==> src/rtl/spi_write_controller_if.sv <==
// Write-side bus between spi_write_controller and the shared register buffer.
// Optional macro: WR_ERR_FLAG_EN adds the sticky oWr_ERR flag.
//
// Handshake: oWr_EN is a one-cycle valid qualifying oWr_ADDR/oWr_DATA. There is
// no ready; the buffer must accept every strobe. oWr_ADDR/oWr_DATA hold their
// last values while oWr_EN is low. oWr_DONE is a one-cycle pulse in the cycle
// after the write to the last address.
// dbg_state exposes the FSM: 0=CMD, 1=DATA, 2=DONE, 3=IGNORE.
interface spi_write_controller_if #(
    parameter int DW = 8,
    parameter int AW = 5
);
    logic          oWr_EN;
    logic [AW-1:0] oWr_ADDR;
    logic [DW-1:0] oWr_DATA;
    logic          oWr_DONE;
`ifdef WR_ERR_FLAG_EN
    logic          oWr_ERR;
`endif
    logic [1:0]    dbg_state;

    modport master (
        output oWr_EN,
        output oWr_ADDR,
        output oWr_DATA,
        output oWr_DONE,
`ifdef WR_ERR_FLAG_EN
        output oWr_ERR,
`endif
        output dbg_state
    );

    modport slave (
        input oWr_EN,
        input oWr_ADDR,
        input oWr_DATA,
        input oWr_DONE,
`ifdef WR_ERR_FLAG_EN
        input oWr_ERR,
`endif
        input dbg_state
    );
endinterface

==> src/rtl/spi_write_controller.sv <==
// SPI-slave write path: shifts MOSI in MSB first on each iEN strobe, decodes the
// first byte of a frame as {write flag, start address}, then writes every
// following byte to incrementing buffer addresses up to LAST_ADDR.
// Optional macro: WR_ERR_FLAG_EN adds a sticky error flag for invalid commands
// and for bytes arriving after the burst has reached LAST_ADDR.
module spi_write_controller #(
    parameter int            DW        = 8,
    parameter int            AW        = 5,
    parameter logic [AW-1:0] LAST_ADDR = 5'd19
) (
    input  logic iCLK,
    input  logic iRSTn,
    input  logic iCLR,
    input  logic iEN,
    input  logic MOSI,
    spi_write_controller_if.master wr_if
);
    typedef enum logic [1:0] {
        CMD_ST    = 2'd0,
        DATA_ST   = 2'd1,
        DONE_ST   = 2'd2,
        IGNORE_ST = 2'd3
    } state_t;

    state_t        state_q, state_d;
    logic [2:0]    bit_cnt_q, bit_cnt_d;
    // Only the seven most recent bits are needed: the eighth arrives on MOSI
    // in the same cycle the byte completes.
    logic [DW-2:0] shift_q, shift_d;
    logic [AW-1:0] addr_q, addr_d;
    logic          wr_en_q, wr_en_d;
    logic [AW-1:0] wr_addr_q, wr_addr_d;
    logic [DW-1:0] wr_data_q, wr_data_d;
    logic          done_q, done_d;
`ifdef WR_ERR_FLAG_EN
    logic          err_q, err_d;
    logic          from_done_q, from_done_d;
`endif

    logic [DW-1:0] rx_byte;
    logic          byte_done;
    logic [AW-1:0] cmd_addr;

    assign rx_byte   = {shift_q, MOSI};
    assign byte_done = iEN && (bit_cnt_q == 3'd7);
    assign cmd_addr  = rx_byte[AW-1:0];

    // Next-state and next-output computation; iCLR overrides everything.
    always_comb begin
        state_d   = state_q;
        bit_cnt_d = bit_cnt_q;
        shift_d   = shift_q;
        addr_d    = addr_q;
        wr_en_d   = 1'b0;
        wr_addr_d = wr_addr_q;
        wr_data_d = wr_data_q;
        done_d    = 1'b0;
`ifdef WR_ERR_FLAG_EN
        err_d       = err_q;
        from_done_d = from_done_q;
`endif
        if (iCLR) begin
            state_d   = CMD_ST;
            bit_cnt_d = 3'd0;
            shift_d   = '0;
`ifdef WR_ERR_FLAG_EN
            err_d       = 1'b0;
            from_done_d = 1'b0;
`endif
        end else begin
            if (iEN) begin
                bit_cnt_d = bit_cnt_q + 3'd1;
                shift_d   = rx_byte[DW-2:0];
            end
            case (state_q)
                CMD_ST: begin
                    if (byte_done) begin
                        if (rx_byte[DW-1] && (cmd_addr <= LAST_ADDR)) begin
                            addr_d  = cmd_addr;
                            state_d = DATA_ST;
                        end else begin
                            state_d = IGNORE_ST;
`ifdef WR_ERR_FLAG_EN
                            err_d = 1'b1;
`endif
                        end
                    end
                end
                DATA_ST: begin
                    if (byte_done) begin
                        wr_en_d   = 1'b1;
                        wr_addr_d = addr_q;
                        wr_data_d = rx_byte;
                        if (addr_q == LAST_ADDR) begin
                            state_d = DONE_ST;
                        end else begin
                            addr_d = addr_q + AW'(1);
                        end
                    end
                end
                DONE_ST: begin
                    done_d  = 1'b1;
                    state_d = IGNORE_ST;
`ifdef WR_ERR_FLAG_EN
                    from_done_d = 1'b1;
`endif
                end
                default: begin
`ifdef WR_ERR_FLAG_EN
                    if (byte_done && from_done_q) err_d = 1'b1;
`endif
                end
            endcase
        end
    end

    // State and registered outputs.
    always_ff @(posedge iCLK or negedge iRSTn) begin
        if (!iRSTn) begin
            state_q   <= CMD_ST;
            bit_cnt_q <= 3'd0;
            shift_q   <= '0;
            addr_q    <= '0;
            wr_en_q   <= 1'b0;
            wr_addr_q <= '0;
            wr_data_q <= '0;
            done_q    <= 1'b0;
`ifdef WR_ERR_FLAG_EN
            err_q       <= 1'b0;
            from_done_q <= 1'b0;
`endif
        end else begin
            state_q   <= state_d;
            bit_cnt_q <= bit_cnt_d;
            shift_q   <= shift_d;
            addr_q    <= addr_d;
            wr_en_q   <= wr_en_d;
            wr_addr_q <= wr_addr_d;
            wr_data_q <= wr_data_d;
            done_q    <= done_d;
`ifdef WR_ERR_FLAG_EN
            err_q       <= err_d;
            from_done_q <= from_done_d;
`endif
        end
    end

    assign wr_if.oWr_EN    = wr_en_q;
    assign wr_if.oWr_ADDR  = wr_addr_q;
    assign wr_if.oWr_DATA  = wr_data_q;
    assign wr_if.oWr_DONE  = done_q;
    assign wr_if.dbg_state = state_q;
`ifdef WR_ERR_FLAG_EN
    assign wr_if.oWr_ERR   = err_q;
`endif
endmodule

==> src/flat_wrapper.sv <==
// flat-port wrapper written by rule: the top's interface ports become plain ports
module spi_write_controller_flat 
#(
    parameter int            DW        = 8,
    parameter int            AW        = 5,
    parameter logic [AW-1:0] LAST_ADDR = 5'd19
)
  (iCLK, iRSTn, iCLR, iEN, MOSI, wr_if_oWr_EN, wr_if_oWr_ADDR, wr_if_oWr_DATA, wr_if_oWr_DONE, wr_if_dbg_state);
  spi_write_controller_if #(.DW(DW), .AW(AW)) wr_if_i ();
  input  logic iCLK;
  input  logic iRSTn;
  input  logic iCLR;
  input  logic iEN;
  input  logic MOSI;
  output wire logic [$bits(wr_if_i.oWr_EN)-1:0] wr_if_oWr_EN;
  output wire logic [$bits(wr_if_i.oWr_ADDR)-1:0] wr_if_oWr_ADDR;
  output wire logic [$bits(wr_if_i.oWr_DATA)-1:0] wr_if_oWr_DATA;
  output wire logic [$bits(wr_if_i.oWr_DONE)-1:0] wr_if_oWr_DONE;
  output wire logic [$bits(wr_if_i.dbg_state)-1:0] wr_if_dbg_state;
  assign wr_if_oWr_EN = wr_if_i.oWr_EN;
  assign wr_if_oWr_ADDR = wr_if_i.oWr_ADDR;
  assign wr_if_oWr_DATA = wr_if_i.oWr_DATA;
  assign wr_if_oWr_DONE = wr_if_i.oWr_DONE;
  assign wr_if_dbg_state = wr_if_i.dbg_state;
  spi_write_controller #(.DW(DW), .AW(AW), .LAST_ADDR(LAST_ADDR)) u_core (.iCLK(iCLK), .iRSTn(iRSTn), .iCLR(iCLR), .iEN(iEN), .MOSI(MOSI), .wr_if(wr_if_i));
endmodule
==> config.mk <==
export PLATFORM = sky130hd
export DESIGN_NAME = spi_write_controller_flat
export DESIGN_NICKNAME = d
export VERILOG_FILES = /design/src/rtl/spi_write_controller_if.sv /design/src/rtl/spi_write_controller.sv /design/src/flat_wrapper.sv
export SDC_FILE = /design/constraint.sdc
export NUM_CORES = 1
export LEC_CHECK = 0
export BUFFER_PORTS_ARGS = -buffer_cell sky130_fd_sc_hd__buf_2
export CORE_MARGIN = 3
export CORE_UTILIZATION = 55
export DETAILED_ROUTE_END_ITERATION = 7
export GPL_TIMING_DRIVEN = 0
export HOLD_SLACK_MARGIN = 0.15
export PLACE_DENSITY = 0.86
export SLEW_MARGIN = 10
export SYNTH_ARGS = -nofsm -noshare
export SYNTH_HDL_FRONTEND = slang
export SYNTH_SLANG_ARGS = --single-unit
==> constraint.sdc <==
create_clock -name iCLK -period 2.4 [get_ports iCLK]
set_input_delay 0.12 -clock iCLK [delete_from_list [all_inputs] [get_ports iCLK]]
set_output_delay 0.12 -clock iCLK [all_outputs]
set_load 0.01 [all_outputs]
==> reports/results.md, run 1 <==
• 17 — initial DRC count
• 0.00530 ns — Final Skew
• 32 — synthesized flop and latch total
• 58.2 µm — Die H
• 2640 µm — Detailed Route WL
• 6.90% — met3 routing resource usage after global routing
• 81.0% — Final period util
• 169 — number of nets in the finished design
• built — CTS tree
• 1027 — vias in the first global route
• 2520 µm² — area inside the core boundary
• met2 — most heavily used metal layer in global routing
• 0 — YS warnings
• 0 — final count of hold timing violations
• 0.567 mV — maximum resistive drop on vdd
• 58.2 µm — die width
• 1046 — vias post-DR
• 0 — GRT Residual Overflow
• 40.1% — power share of the clock group
• in2reg — type of the worst min-delay path
• 55.6% — Sequential Power Share
• 566 nW/µm² — power density over the cells
• 18.2% — overall fraction of global-route tracks in use
• 0.916 nW — Leakage
• 6 — number of stages on the worst setup path
• 55.4% — worst rel slew slack
• 0 — number of max-cap violations
• 0 — antenna violations before repair
• 31 — Synth cell types
• sky130_fd_sc_hd__clkbuf_4 — clock tree root buffer cell
• 18 — # rows
• 0.33 ns — clock latency at the later pin of the worst-skew pair
• 22 — I/O pin total
• 1 — crit path buf inv count
• 14.0 µm — detailed-route wire length per cell
• 0.000208 W — power dissipated by switching net loads
• 16.6% — P&R area growth vs syn
• 5 — worst hold path depth
• 0 ns — Final TNS setup
• 2.62 ns — required time reported for the critical path endpoint
• 3390 µm² — full die area
• 0 — endpoints failing setup
• 32 — Num Clock Sinks
• flop — critical path startpoint category
• flop — kind of end point of the critical path
• 0.841 — placer congestion estimate
• 4 — length of the first detailed-routing pass in iterations
• 21 — number of buffer cells added on primary ports
• 11.8 µm² — synthesized area divided by synthesized cell count
• 1.94 ns — crit path time final
• 0.40 ns — largest stage delay on the critical path
• 31.4% — ratio of cells with drive above 1 in the final layout
• finished, final reports clean — run status
• 6 — Worst Reg-to-Reg Cells
• 2.16 ns — arrival time at the worst endpoint
• no — RSZ-0062 raised after global routing
• 21.1% — share of total power consumed by net switching
• reg2reg — Crit Path Class
• 2 — # H-tree levels
• 0.000780 W — Internal
• simple AND/OR/NAND/NOR gates — CP delay by family, top
• 127 — Cells after Synth
• 0 — post-CTS setup buffer count
• 0.46 ns — setup slack of the most critical reg-to-reg path
• 5 — total CTS buffers
• 59.4% — starting density of the core
• 0 — number of gates given a new drive strength after cts
• 0.10 ns — clock-pin slew reported for the worst setup and hold paths after clock tree synthesis
• 0.670 ns — Worst-Margin Slew
• 33 — largest net degree at the start of global routing
• 0.000988 W — power consumption
• 3 — hold bufs inserted after CTS
• 1500 µm² — cell area after synthesis
• 22.4% — global routing met1 resource utilization
• 69.2% — final design utilization
• 5.53 — vias per cell
• sky130_fd_sc_hd__dfrtp_1 — Max stage delay cell, worst path
• 0 — Inserted Diodes
• 28.4% — met2 Resource Use GR
• 0 — Residual DRC
• 0 — final slew viol count
• 4.4% — combinational share of power
• ha_1, ha_1, and3b_2, nand2_2, buf_4, mux2_2 — CP Cell Sequence
• 138 — Post-Synthesis Net Count
• 10 — Worst Path Max Fanout
• sky130_fd_sc_hd__ha_1 — most used cell along the critical path
• 0 — Routed Antenna Nets
• 2 — maximum clock insertion buffer count
• 4540 µm — global-route wire length before repair
• 1890 µm — estimated wirelength of the detail-placed design
• 53.5% — sequential share of the synthesized area
• 514 MHz — Achievable Freq
## stage by stage
| step | std cells | worst slack [ns] | hold WS, ns | instance area (µm²) |
|---|---|---|---|---|
| after global routing | 189 | 0.368 | 0.253 | 1750 |
| after floorplan | 127 | 0.643 | -0.176 | 1500 |
| after global placement | 178 | 0.518 | 0.190 | 1640 |
| after detailed placement | 178 | 0.450 | 0.200 | 1640 |
| final | 189 | 0.455 | 0.226 | 1750 |
| after CTS | 189 | 0.439 | 0.210 | 1750 |
## cell families after synthesis
logic type                 synth area share (%)
muxes                                      17.2
AOI/OAI and AO/OA                          8.35
buffers and inverters                      3.09
DFF                                        53.5
and+or+nand+nor                            12.3
adders and majority gates                  5.01
xor gates and xnor gates                  0.585
## worst register-to-register path, stage by stage (launching register included)
cell	delay, ns
sky130_fd_sc_hd__dfrtp_1	0.40
sky130_fd_sc_hd__ha_1	0.21
sky130_fd_sc_hd__ha_1	0.22
sky130_fd_sc_hd__and3b_2	0.26
sky130_fd_sc_hd__nand2_2	0.17
sky130_fd_sc_hd__buf_4	0.21
sky130_fd_sc_hd__mux2_2	0.35
## power by group through the flow
stage                     Clock, W  Combinational [W]  Sequential [W]
after global placement           0          0.0000387        0.000559
after detailed placement         0          0.0000401        0.000560
after global routing      0.000431          0.0000491        0.000550
final                     0.000396          0.0000430        0.000549
after CTS                 0.000404          0.0000444        0.000549
after floorplan                  0          0.0000210        0.000559
## worst paths after layout
kind                                           from                   endpoint
max in group asynchronous                     iRSTn          u_core.shift_q[4]
min in group asynchronous                     iRSTn   u_core.wr_if.oWr_ADDR[2]
setup / recovery                u_core.bit_cnt_q[0]   u_core.wr_if.oWr_DATA[1]
hold reg to reg            u_core.wr_if.oWr_ADDR[0]   u_core.wr_if.oWr_ADDR[0]
hold / removal                                  iEN  u_core.wr_if.dbg_state[0]
setup reg to reg                u_core.bit_cnt_q[0]   u_core.wr_if.oWr_DATA[1]
## routing by layer
| metal | part of all wire [%] | routed length [µm] | up-vias |
|---|---|---|---|
| met1 | 44 | 1170 | 505 |
| met4 | 1.6 | 41 | 0 |
| met3 | 5.5 | 144 | 5 |
| met5 | 0 | 0 | - |
| li1 | - | - | 506 |
| met2 | 49 | 1290 | 30 |
## registers in the layout, summed over array words and instances, names as in the netlist
name	flops
u_core.shift_q	7
u_core.wr_if.oWr_EN	1
u_core.wr_if.oWr_DATA	8
u_core.bit_cnt_q	3
u_core.wr_if.oWr_ADDR	5
u_core.wr_if.dbg_state	2
u_core.addr_q	5
u_core.wr_if.oWr_DONE	1
## placed cells by master, fill, tap and decap left out, drive strengths merged, types with 2 or more instances in the layout
| cell type | instances |
|---|---|
| buf | 24 |
| nor3 | 3 |
| dfrtp | 32 |
| a31oi | 2 |
| mux2i | 10 |
| mux2 | 14 |
| nor2b | 4 |
| nor2 | 15 |
| inv | 5 |
| a2bb2oi | 2 |
| nand3 | 4 |
| ha | 6 |
| dlygate4sd3 | 3 |
| nand2 | 7 |
| a211oi | 2 |
| o21ai | 6 |
| clkbuf | 8 |
## cells in the mapped netlist, drive strengths merged
master   count  area share, %
or3          1           0.42
nand2        7            1.9
mux2i       10            6.7
inv          5            1.3
o31ai        1           0.50
o21ai        6            2.5
buf          3            1.3
nor3         3            1.0
a211oi       2            1.0
a21oi        1           0.33
ha           6            5.0
nand4b       1           0.58
nand2b       1           0.42
a31oi        2            1.8
mux2        14             11
or4          1           0.50
o22ai        1           0.42
nor2        15            3.8
xnor2        1           0.58
a2bb2oi      2            1.2
and3b        1           0.67
clkbuf       2           0.50
nand3        4            1.3
nor2b        4            1.7
o41ai        1           0.58
dfrtp       32             53
## final cells by class
type                            instances  area [µm²]
Multi-Input combinational cell         85         651
Inverter                                5        18.8
Fill cell                             196         776
Buffer                                  5        27.5
Clock buffer                            6        41.3
Sequential cell                        32         801
Tap cell                               30        37.5
Timing Repair Buffer                   24         135
Clock inverter                          2        35.0
(Power assumes the default switching activity.)
==> inputs of run 2 (changes only) <==
--- a/config.mk
+++ b/config.mk
@@ -5,13 +5,14 @@
 export SDC_FILE = /design/constraint.sdc
 export NUM_CORES = 1
 export LEC_CHECK = 0
+export ABC_AREA = 1
 export BUFFER_PORTS_ARGS = -buffer_cell sky130_fd_sc_hd__buf_2
 export CORE_MARGIN = 3
-export CORE_UTILIZATION = 55
+export CORE_UTILIZATION = 56
 export DETAILED_ROUTE_END_ITERATION = 7
 export GPL_TIMING_DRIVEN = 0
 export HOLD_SLACK_MARGIN = 0.15
-export PLACE_DENSITY = 0.86
+export PLACE_DENSITY = 0.87
 export SLEW_MARGIN = 10
 export SYNTH_ARGS = -nofsm -noshare
 export SYNTH_HDL_FRONTEND = slang
==> constraint.sdc (replaced) <==
create_clock -name iCLK -period 1.85 [get_ports iCLK]
set_input_delay 0.0925 -clock iCLK [delete_from_list [all_inputs] [get_ports iCLK]]
set_output_delay 0.0925 -clock iCLK [all_outputs]
set_load 0.01 [all_outputs]
==> run 2 against run 1 <==
Compared with the run above: clock power increased by 6.3%; die area increased by 2.5%; combinational power increased to 14 times the previous value; count of clock-buffer cells in the layout increased by 1; synthesized area increased by 4.7%; routed wire length increased by 5.8%; critical path depth increased by 4; clock skew increased by 0.0068 ns; synthesized cell count increased by 35%; non-clock buffer count unchanged; register-to-register slack got worse by 0.16 ns; largest cell class unchanged.
==> reports/results.md, run 2 <==
• 0.41 ns — largest stage delay on the critical path
• 51.1% — sequential share of the synthesized area
• 182 — Post-Synthesis Net Count
• 44.4% — Sequential Power Share
• sky130_fd_sc_hd__nand2_1 (50), sky130_fd_sc_hd__dfrtp_1 (32), sky130_fd_sc_hd__buf_2 (21), sky130_fd_sc_hd__inv_1 (16), sky130_fd_sc_hd__nand3_1 (16) — highest-count cells in the layout ignoring fill and taps
• 8 — flip-flop count of the largest register after layout
• 27.5% — ratio of cells with drive above 1 in the final layout
• 10 — Worst Reg-to-Reg Cells
• 2 — # H-tree levels
• 171 — Cells after Synth
• 2790 µm — Detailed Route WL
• 0.775 mV — maximum resistive drop on vdd
• 49 — initial DRC count
• 0.0121 ns — Final Skew
• sky130_fd_sc_hd__nand2_1 (50), sky130_fd_sc_hd__dfrtp_1 (32), sky130_fd_sc_hd__inv_1 (16), sky130_fd_sc_hd__nand3_1 (16), sky130_fd_sc_hd__o21ai_2 (10) — most common library cells after synthesis
• 0.000688 W — power dissipated by switching net loads
• 9.17 µm² — synthesized area divided by synthesized cell count
• 5 — total CTS buffers
• 0.10 ns — clock-pin slew reported for the worst setup and hold paths after clock tree synthesis
• finished, final reports clean — run status
• 1210 — vias in the first global route
• 15.6% — P&R area growth vs syn
• 33 — largest net degree at the start of global routing
• 1.56 ns — crit path time final
• 0 — antenna violations before repair
• 0.698 ns — Worst-Margin Slew
• u_core.wr_if.dbg_state[1] — r2r startpoint
• 0 — post-CTS setup buffer count
• 1.79 ns — arrival time at the worst endpoint
• 32.9% — combinational share of power
• 58.9 µm — die width
• 2570 µm² — area inside the core boundary
• sky130_fd_sc_hd__dfrtp_1 (51%), sky130_fd_sc_hd__nand2_1 (12%), sky130_fd_sc_hd__o21ai_2 (5.6%) — biggest area contributors in the synthesized netlist
• 4 — length of the first detailed-routing pass in iterations
• 37.0% — share of total power consumed by net switching
• 222 — number of placed cells counting well taps
• reg2reg — Crit Path Class
• 0 — number of max-cap violations
• 0 — endpoints failing setup
• 0 — Residual DRC
• 0 — number of gates given a new drive strength after cts
• 1.00 nW — Leakage
• 3470 µm² — full die area
• 0.29 ns — setup slack of the most critical reg-to-reg path
• 234 — number of standard cells in the layout, taps in and fillers out
• sky130_fd_sc_hd__dfrtp_1 — Primary FF master, synth
• in2async — type of the worst min-delay path
• 0.34 ns — clock latency at the later pin of the worst-skew pair
• 0 — GRT Residual Overflow
• 100% — fraction of registers with async set/reset
• simple AND/OR/NAND/NOR gates — CP delay by family, top
• 2 — maximum clock insertion buffer count
• 21 — number of buffer cells added on primary ports
• 51.1% — area share of the leading cell type in the synthesized netlist
• 22 — I/O pin total
• 0 — Routed Antenna Nets
• 61.1% — starting density of the core
• 4 — hold bufs inserted after CTS
• 2.08 ns — required time reported for the critical path endpoint
• inv_1, ha_1, buf_4, inv_2, nand2_2, nand2_2, nor2_8, nand2_4, nand2_1, nand2_1 — CP Cell Sequence
• no — RSZ-0062 raised after global routing
• 5.27 — vias per cell
• 0.00117 W — Internal
• 0 — Inserted Diodes
• 643 MHz — Achievable Freq
• 84.1% — Final period util
• sky130_fd_sc_hd__nand2_1 — most frequent standard cell in the layout excluding fill and tap cells
• 1030 nW/µm² — power density over the cells
• u_core.addr_q[0] — Reg2Reg Capture Point
• 20 — Synth cell types
• 22.6% — power share of the clock group
• built — CTS tree
• 0 — final count of hold timing violations
• 11.9 µm — detailed-route wire length per cell
• 32 — Num Clock Sinks
• flop — kind of end point of the critical path
• u_core.wr_if.dbg_state[1] — launching instance or port of the critical path
• flop — critical path startpoint category
• 0 — final slew viol count
• sky130_fd_sc_hd__dfrtp_1 — library cell with the largest summed area after synthesis
• sky130_fd_sc_hd__nand2_1 — most common cell in the synthesized netlist
• 18 — # rows
• 0 — number of flops mapped to enable cells by yosys
• 0 ns — Final TNS setup
• 0 — YS warnings
• 1570 µm² — cell area after synthesis
• 20.0% — overall fraction of global-route tracks in use
• sky130_fd_sc_hd__dfrtp_1 — Max stage delay cell, worst path
• 654 µm² — combined area of the multi-input logic cells
• 53.5% — worst rel slew slack
• u_core.addr_q[0] — Worst Setup EP
• sky130_fd_sc_hd__clkbuf_4 — clock tree root buffer cell
• 801 µm² — Register Area
• 5160 µm — global-route wire length before repair
• 3 — crit path buf inv count
• 10 — Worst Path Max Fanout
• 1233 — vias post-DR
• 10 — number of stages on the worst setup path
• 32 — synthesized flop and latch total
• 2090 µm — estimated wirelength of the detail-placed design
• 213 — Layout fillers
• 214 — number of nets in the finished design
• 58.9 µm — Die H
• 0.789 — placer congestion estimate
• 70.6% — final design utilization
run 2: cell families (layout without fill, tap and decap cells):
kind of cell	after synthesis	count (layout)	synth area share [%]
flops	32	32	51.1
compound gates	25	25	11.0
fa+ha+maj	6	6	4.79
buf+inv	24	57	7.18
simple gates	84	84	25.9
run 2: worst min path at each step:
stage	slack (ns)	startpoint	to	depth (start not counted)
5_1_grt	0.38	iRSTn	u_core.wr_if.oWr_ADDR[1]	2
4_1_cts	0.34	iRSTn	u_core.wr_if.oWr_ADDR[1]	2
6_report	0.32	iRSTn	u_core.wr_if.oWr_ADDR[0]	2
3_5_place_dp	0.17	iRSTn	u_core.wr_if.oWr_ADDR[1]	1
3_3_place_gp	0.16	iRSTn	u_core.wr_if.oWr_ADDR[0]	1
2_1_floorplan	-0.20	iRSTn	u_core.addr_q[0]	0
run 2: layer usage:
layer	global-route usage, %	vias up	part of all wire [%]	wire length [µm]
li1	-	619	-	-
met1	23.6	573	42	1180
met2	33.1	34	50	1390
met3	7.24	7	6.1	171
met4	7.77	0	2.1	59
met5	0	-	0	0
run 2: area by class of cell:
type	instances	area share (%)
Tap cell	30	2.07
Timing Repair Buffer	25	8.01
Clock buffer	7	3.04
Clock inverter	1	0.414
Buffer	4	2.07
Sequential cell	32	44.2
Inverter	20	4.14
Multi-Input combinational cell	115	36.1
run 2: power groups by stage:
stage	Combinational [W]	Clock [W]	Sequential, W
floorplan	0.000456	0	0.000843
global placement	0.000577	0	0.000837
detailed placement	0.000610	0	0.000840
CTS	0.000616	0.000437	0.000826
global route	0.000705	0.000469	0.000837
finish	0.000613	0.000421	0.000827
run 2: metrics by stage:
step,power [W],setup WS [ns],hold WS [ns],instance area [µm²]
final,0.00186,0.295,0.324,1810
after global routing,0.00201,0.163,0.382,1810
after CTS,0.00188,0.288,0.336,1810
after detailed placement,0.00145,0.294,0.171,1710
after global placement,0.00141,0.367,0.159,1710
after floorplan,0.00130,0.420,-0.203,1570
run 2: worst register-to-register path: stages, from the launching register on:
cell	delay, ns
sky130_fd_sc_hd__dfrtp_1	0.41
sky130_fd_sc_hd__inv_1	0.10
sky130_fd_sc_hd__ha_1	0.18
sky130_fd_sc_hd__buf_4	0.18
sky130_fd_sc_hd__inv_2	0.07
sky130_fd_sc_hd__nand2_2	0.07
sky130_fd_sc_hd__nand2_2	0.08
sky130_fd_sc_hd__nor2_8	0.16
sky130_fd_sc_hd__nand2_4	0.08
sky130_fd_sc_hd__nand2_1	0.06
sky130_fd_sc_hd__nand2_1	0.06
==> inputs of run 3 (changes only) <==
--- a/config.mk
+++ b/config.mk
@@ -5,14 +5,14 @@
 export SDC_FILE = /design/constraint.sdc
 export NUM_CORES = 1
 export LEC_CHECK = 0
-export ABC_AREA = 1
+export ABC_AREA = 0
 export BUFFER_PORTS_ARGS = -buffer_cell sky130_fd_sc_hd__buf_2
 export CORE_MARGIN = 3
-export CORE_UTILIZATION = 56
+export CORE_UTILIZATION = 50
 export DETAILED_ROUTE_END_ITERATION = 7
 export GPL_TIMING_DRIVEN = 0
 export HOLD_SLACK_MARGIN = 0.15
-export PLACE_DENSITY = 0.87
+export PLACE_DENSITY = 0.83
 export SLEW_MARGIN = 10
 export SYNTH_ARGS = -nofsm -noshare
 export SYNTH_HDL_FRONTEND = slang
==> constraint.sdc (replaced) <==
create_clock -name iCLK -period 1.3 [get_ports iCLK]
set_input_delay 0.065 -clock iCLK [delete_from_list [all_inputs] [get_ports iCLK]]
set_output_delay 0.065 -clock iCLK [all_outputs]
set_load 0.01 [all_outputs]
==> run 3 against run 2 <==
Compared with the run above: the flow now finishes with violations (negative setup slack); core utilization rose by 2.3 points; combinational power fell by 84%; sequential share of layout area fell by 5.0 points; flip-flop and latch count did not move; first-iteration DRC count fell by 4.1%; die area rose by 6.3%; worst hold slack got worse by 0.14 ns; clock skew fell by 0.0059 ns; final cell count fell by 12%; clock power rose by 39%; total power fell by 8.7%; highest routed layer unchanged.
==> reports/results.md, run 3 (synthesis results as in run 1) <==
• yes — RSZ-0062 raised after global routing
• -0.38 ns — setup slack of the most critical reg-to-reg path
• 0 — GRT Residual Overflow
• 1.52 ns — required time reported for the critical path endpoint
• 0 — Routed Antenna Nets
• 595 MHz — Achievable Freq
• 6 — Worst Reg-to-Reg Cells
• 2 — maximum clock insertion buffer count
• 47.2% — ratio of cells with drive above 1 in the final layout
• 0.00170 W — power consumption
• -6.85 ns — Final TNS setup
• 2010 µm — estimated wirelength of the detail-placed design
• 1760 µm² — Post-Place Cell Area
• flop — kind of end point of the critical path
• 0.09 ns — clock-pin slew reported for the worst setup and hold paths after clock tree synthesis
• 22 — I/O pin total
• 33 — largest net degree at the start of global routing
• 2 — # H-tree levels
• 186 — number of nets in the finished design
• 3270 µm — Detailed Route WL
• sky130_fd_sc_hd__dfrtp_1 — most frequent standard cell in the layout excluding fill and tap cells
• negative setup slack — violations in the final reports
• ha_2, ha_4, and3b_2, nand2_4, buf_12, mux2_4 — CP Cell Sequence
• 4 — worst hold path depth
• u_core.bit_cnt_q[1] — r2r startpoint
• 0.40 ns — largest stage delay on the critical path
• 1161 — vias in the first global route
• sky130_fd_sc_hd__clkbuf_4 — clock tree root buffer cell
• sky130_fd_sc_hd__dfrtp_1 — Max stage delay cell, worst path
• 60.7 µm — Die H
• sky130_fd_sc_hd__dfrtp_1 (31), sky130_fd_sc_hd__buf_2 (22), sky130_fd_sc_hd__nor2_1 (14), sky130_fd_sc_hd__buf_4 (14), sky130_fd_sc_hd__mux2_4 (11) — highest-count cells in the layout ignoring fill and taps
• 19 — # rows
• 47 — initial DRC count
• 32 — Num Clock Sinks
• in2reg — type of the worst min-delay path
• 0 — final count of hold timing violations
• 21 — number of buffer cells added on primary ports
• 1.07 nW — Leakage
• 1146 — vias post-DR
• u_core.wr_if.dbg_state[0] — worst hold endpoint
• 1.68 ns — crit path time final
• 0 — Inserted Diodes
• 20.4% — overall fraction of global-route tracks in use
• 0.592 mV — maximum resistive drop on vdd
• finished, violations left — run status
• 830 nW/µm² — power density over the cells
• 21 — endpoints failing setup
• 5.54 — vias per cell
• 4 — length of the first detailed-routing pass in iterations
• flop — critical path startpoint category
• reg2reg — Crit Path Class
• 36.6% — P&R area growth vs syn
• 1 — crit path buf inv count
• 9 — Worst Path Max Fanout
• iEN — HP Start
• 0.33 ns — clock latency at the later pin of the worst-skew pair
• 2050 µm² — cell area after layout
• 60.7 µm — die width
• 0.00620 ns — Final Skew
• 129% — Final period util
• 53.4% — starting density of the core
• 0 — final slew viol count
• u_core.wr_if.oWr_DATA[5] — Reg2Reg Capture Point
• -0.382 ns — final worst slack
• 0 — Residual DRC
• 1.90 ns — arrival time at the worst endpoint
• 5330 µm — global-route wire length before repair
• 15.8 µm — detailed-route wire length per cell
• 5 — total CTS buffers
• 0 — number of max-cap violations
• 8 — flip-flop count of the largest register after layout
• 0 — antenna violations before repair
• 54.3% — worst rel slew slack
• 2810 µm² — area inside the core boundary
• flip-flops — CP delay by family, top
• 3690 µm² — full die area
• 0.825 — placer congestion estimate
• built — CTS tree
• 0.685 ns — Worst-Margin Slew
-- run 3: cell types whose count changed in the layout (fill, tap and decap cells not counted), sizes merged, moves of 3 or more --
| cell | before | now |
|---|---|---|
| o21ai | 16 | 6 |
| nor3 | 0 | 3 |
| nor2 | 8 | 15 |
| nand2 | 57 | 7 |
| o22ai | 8 | 1 |
| nor2b | 0 | 4 |
| mux2 | 0 | 14 |
| inv | 20 | 5 |
| buf | 25 | 40 |
| nand3 | 16 | 4 |
| clkbuf | 7 | 10 |
| mux2i | 0 | 10 |
-- run 3: routing by layer --
metal | routed length (µm) | GRT usage [%] | vias to the layer above
li1 | - | - | 542
met1 | 1430 | 23.4 | 571
met2 | 1650 | 34.4 | 24
met3 | 114 | 4.68 | 9
met4 | 68 | 12.7 | 0
met5 | 0 | 0 | -
-- run 3: final cells by class --
type | count | area [µm²]
sequential | 32 | 802
fill | 173 | 759
multi-input combinational | 85 | 801
inverter | 5 | 18.8
timing repair buffer | 42 | 293
tap | 31 | 38.8
clock buffer | 8 | 58.8
buffer | 4 | 33.8
-- run 3: power breakdown --
part / switching [W] / leakage [nW] / internal [W]
Combinational: 0.0000522 / 0.591 / 0.0000431
Sequential: 0.0000107 / 0.443 / 0.00100
Clock: 0.000321 / 0.0326 / 0.000267
Total: 0.000383 / 1.07 / 0.00131
-- run 3: worst max-delay path by stage --
| stage | startpoint | end | slack [ns] | depth (start not counted) |
|---|---|---|---|---|
| after floorplan | u_core.bit_cnt_q[0] | u_core.wr_if.oWr_ADDR[3] | -0.30 | 6 |
| after global routing | u_core.bit_cnt_q[0] | u_core.addr_q[0] | -0.45 | 7 |
| after CTS | u_core.bit_cnt_q[1] | u_core.wr_if.oWr_DATA[5] | -0.39 | 6 |
| final | u_core.bit_cnt_q[1] | u_core.wr_if.oWr_DATA[5] | -0.38 | 6 |
| after detailed placement | u_core.bit_cnt_q[1] | u_core.wr_if.oWr_DATA[5] | -0.41 | 6 |
| after global placement | u_core.bit_cnt_q[0] | u_core.wr_if.oWr_DATA[3] | -0.38 | 6 |
-- run 3: repair_timing --
action                                  in CTS  in global routing
cloned                                       0                  0
gates resized for setup                      9                  7
hold endpoints to repair                    38                  0
pin swaps                                    7                  1
buffers inserted                            13                  4
hold buffers                                 4                  0
endpoints found under the setup margin      21                 21
-- run 3: metrics by stage --
| stage | utilization [%] | instances | setup slack [ns] | hold slack (ns) |
|---|---|---|---|---|
| 6_report | 72.9 | 207 | -0.382 | 0.188 |
| 5_1_grt | 72.9 | 207 | -0.453 | 0.227 |
| 4_1_cts | 71.1 | 203 | -0.391 | 0.166 |
| 3_5_place_dp | 62.6 | 179 | -0.410 | 0.144 |
| 3_3_place_gp | 62.6 | 179 | -0.381 | 0.135 |
| 2_1_floorplan | - | 127 | -0.301 | -0.231 |
-- run 3: worst register-to-register path: stages (launching register included) --
cell,delay [ns]
sky130_fd_sc_hd__dfrtp_1,0.40
sky130_fd_sc_hd__ha_2,0.21
sky130_fd_sc_hd__ha_4,0.15
sky130_fd_sc_hd__and3b_2,0.24
sky130_fd_sc_hd__nand2_4,0.13
sky130_fd_sc_hd__buf_12,0.15
sky130_fd_sc_hd__mux2_4,0.30
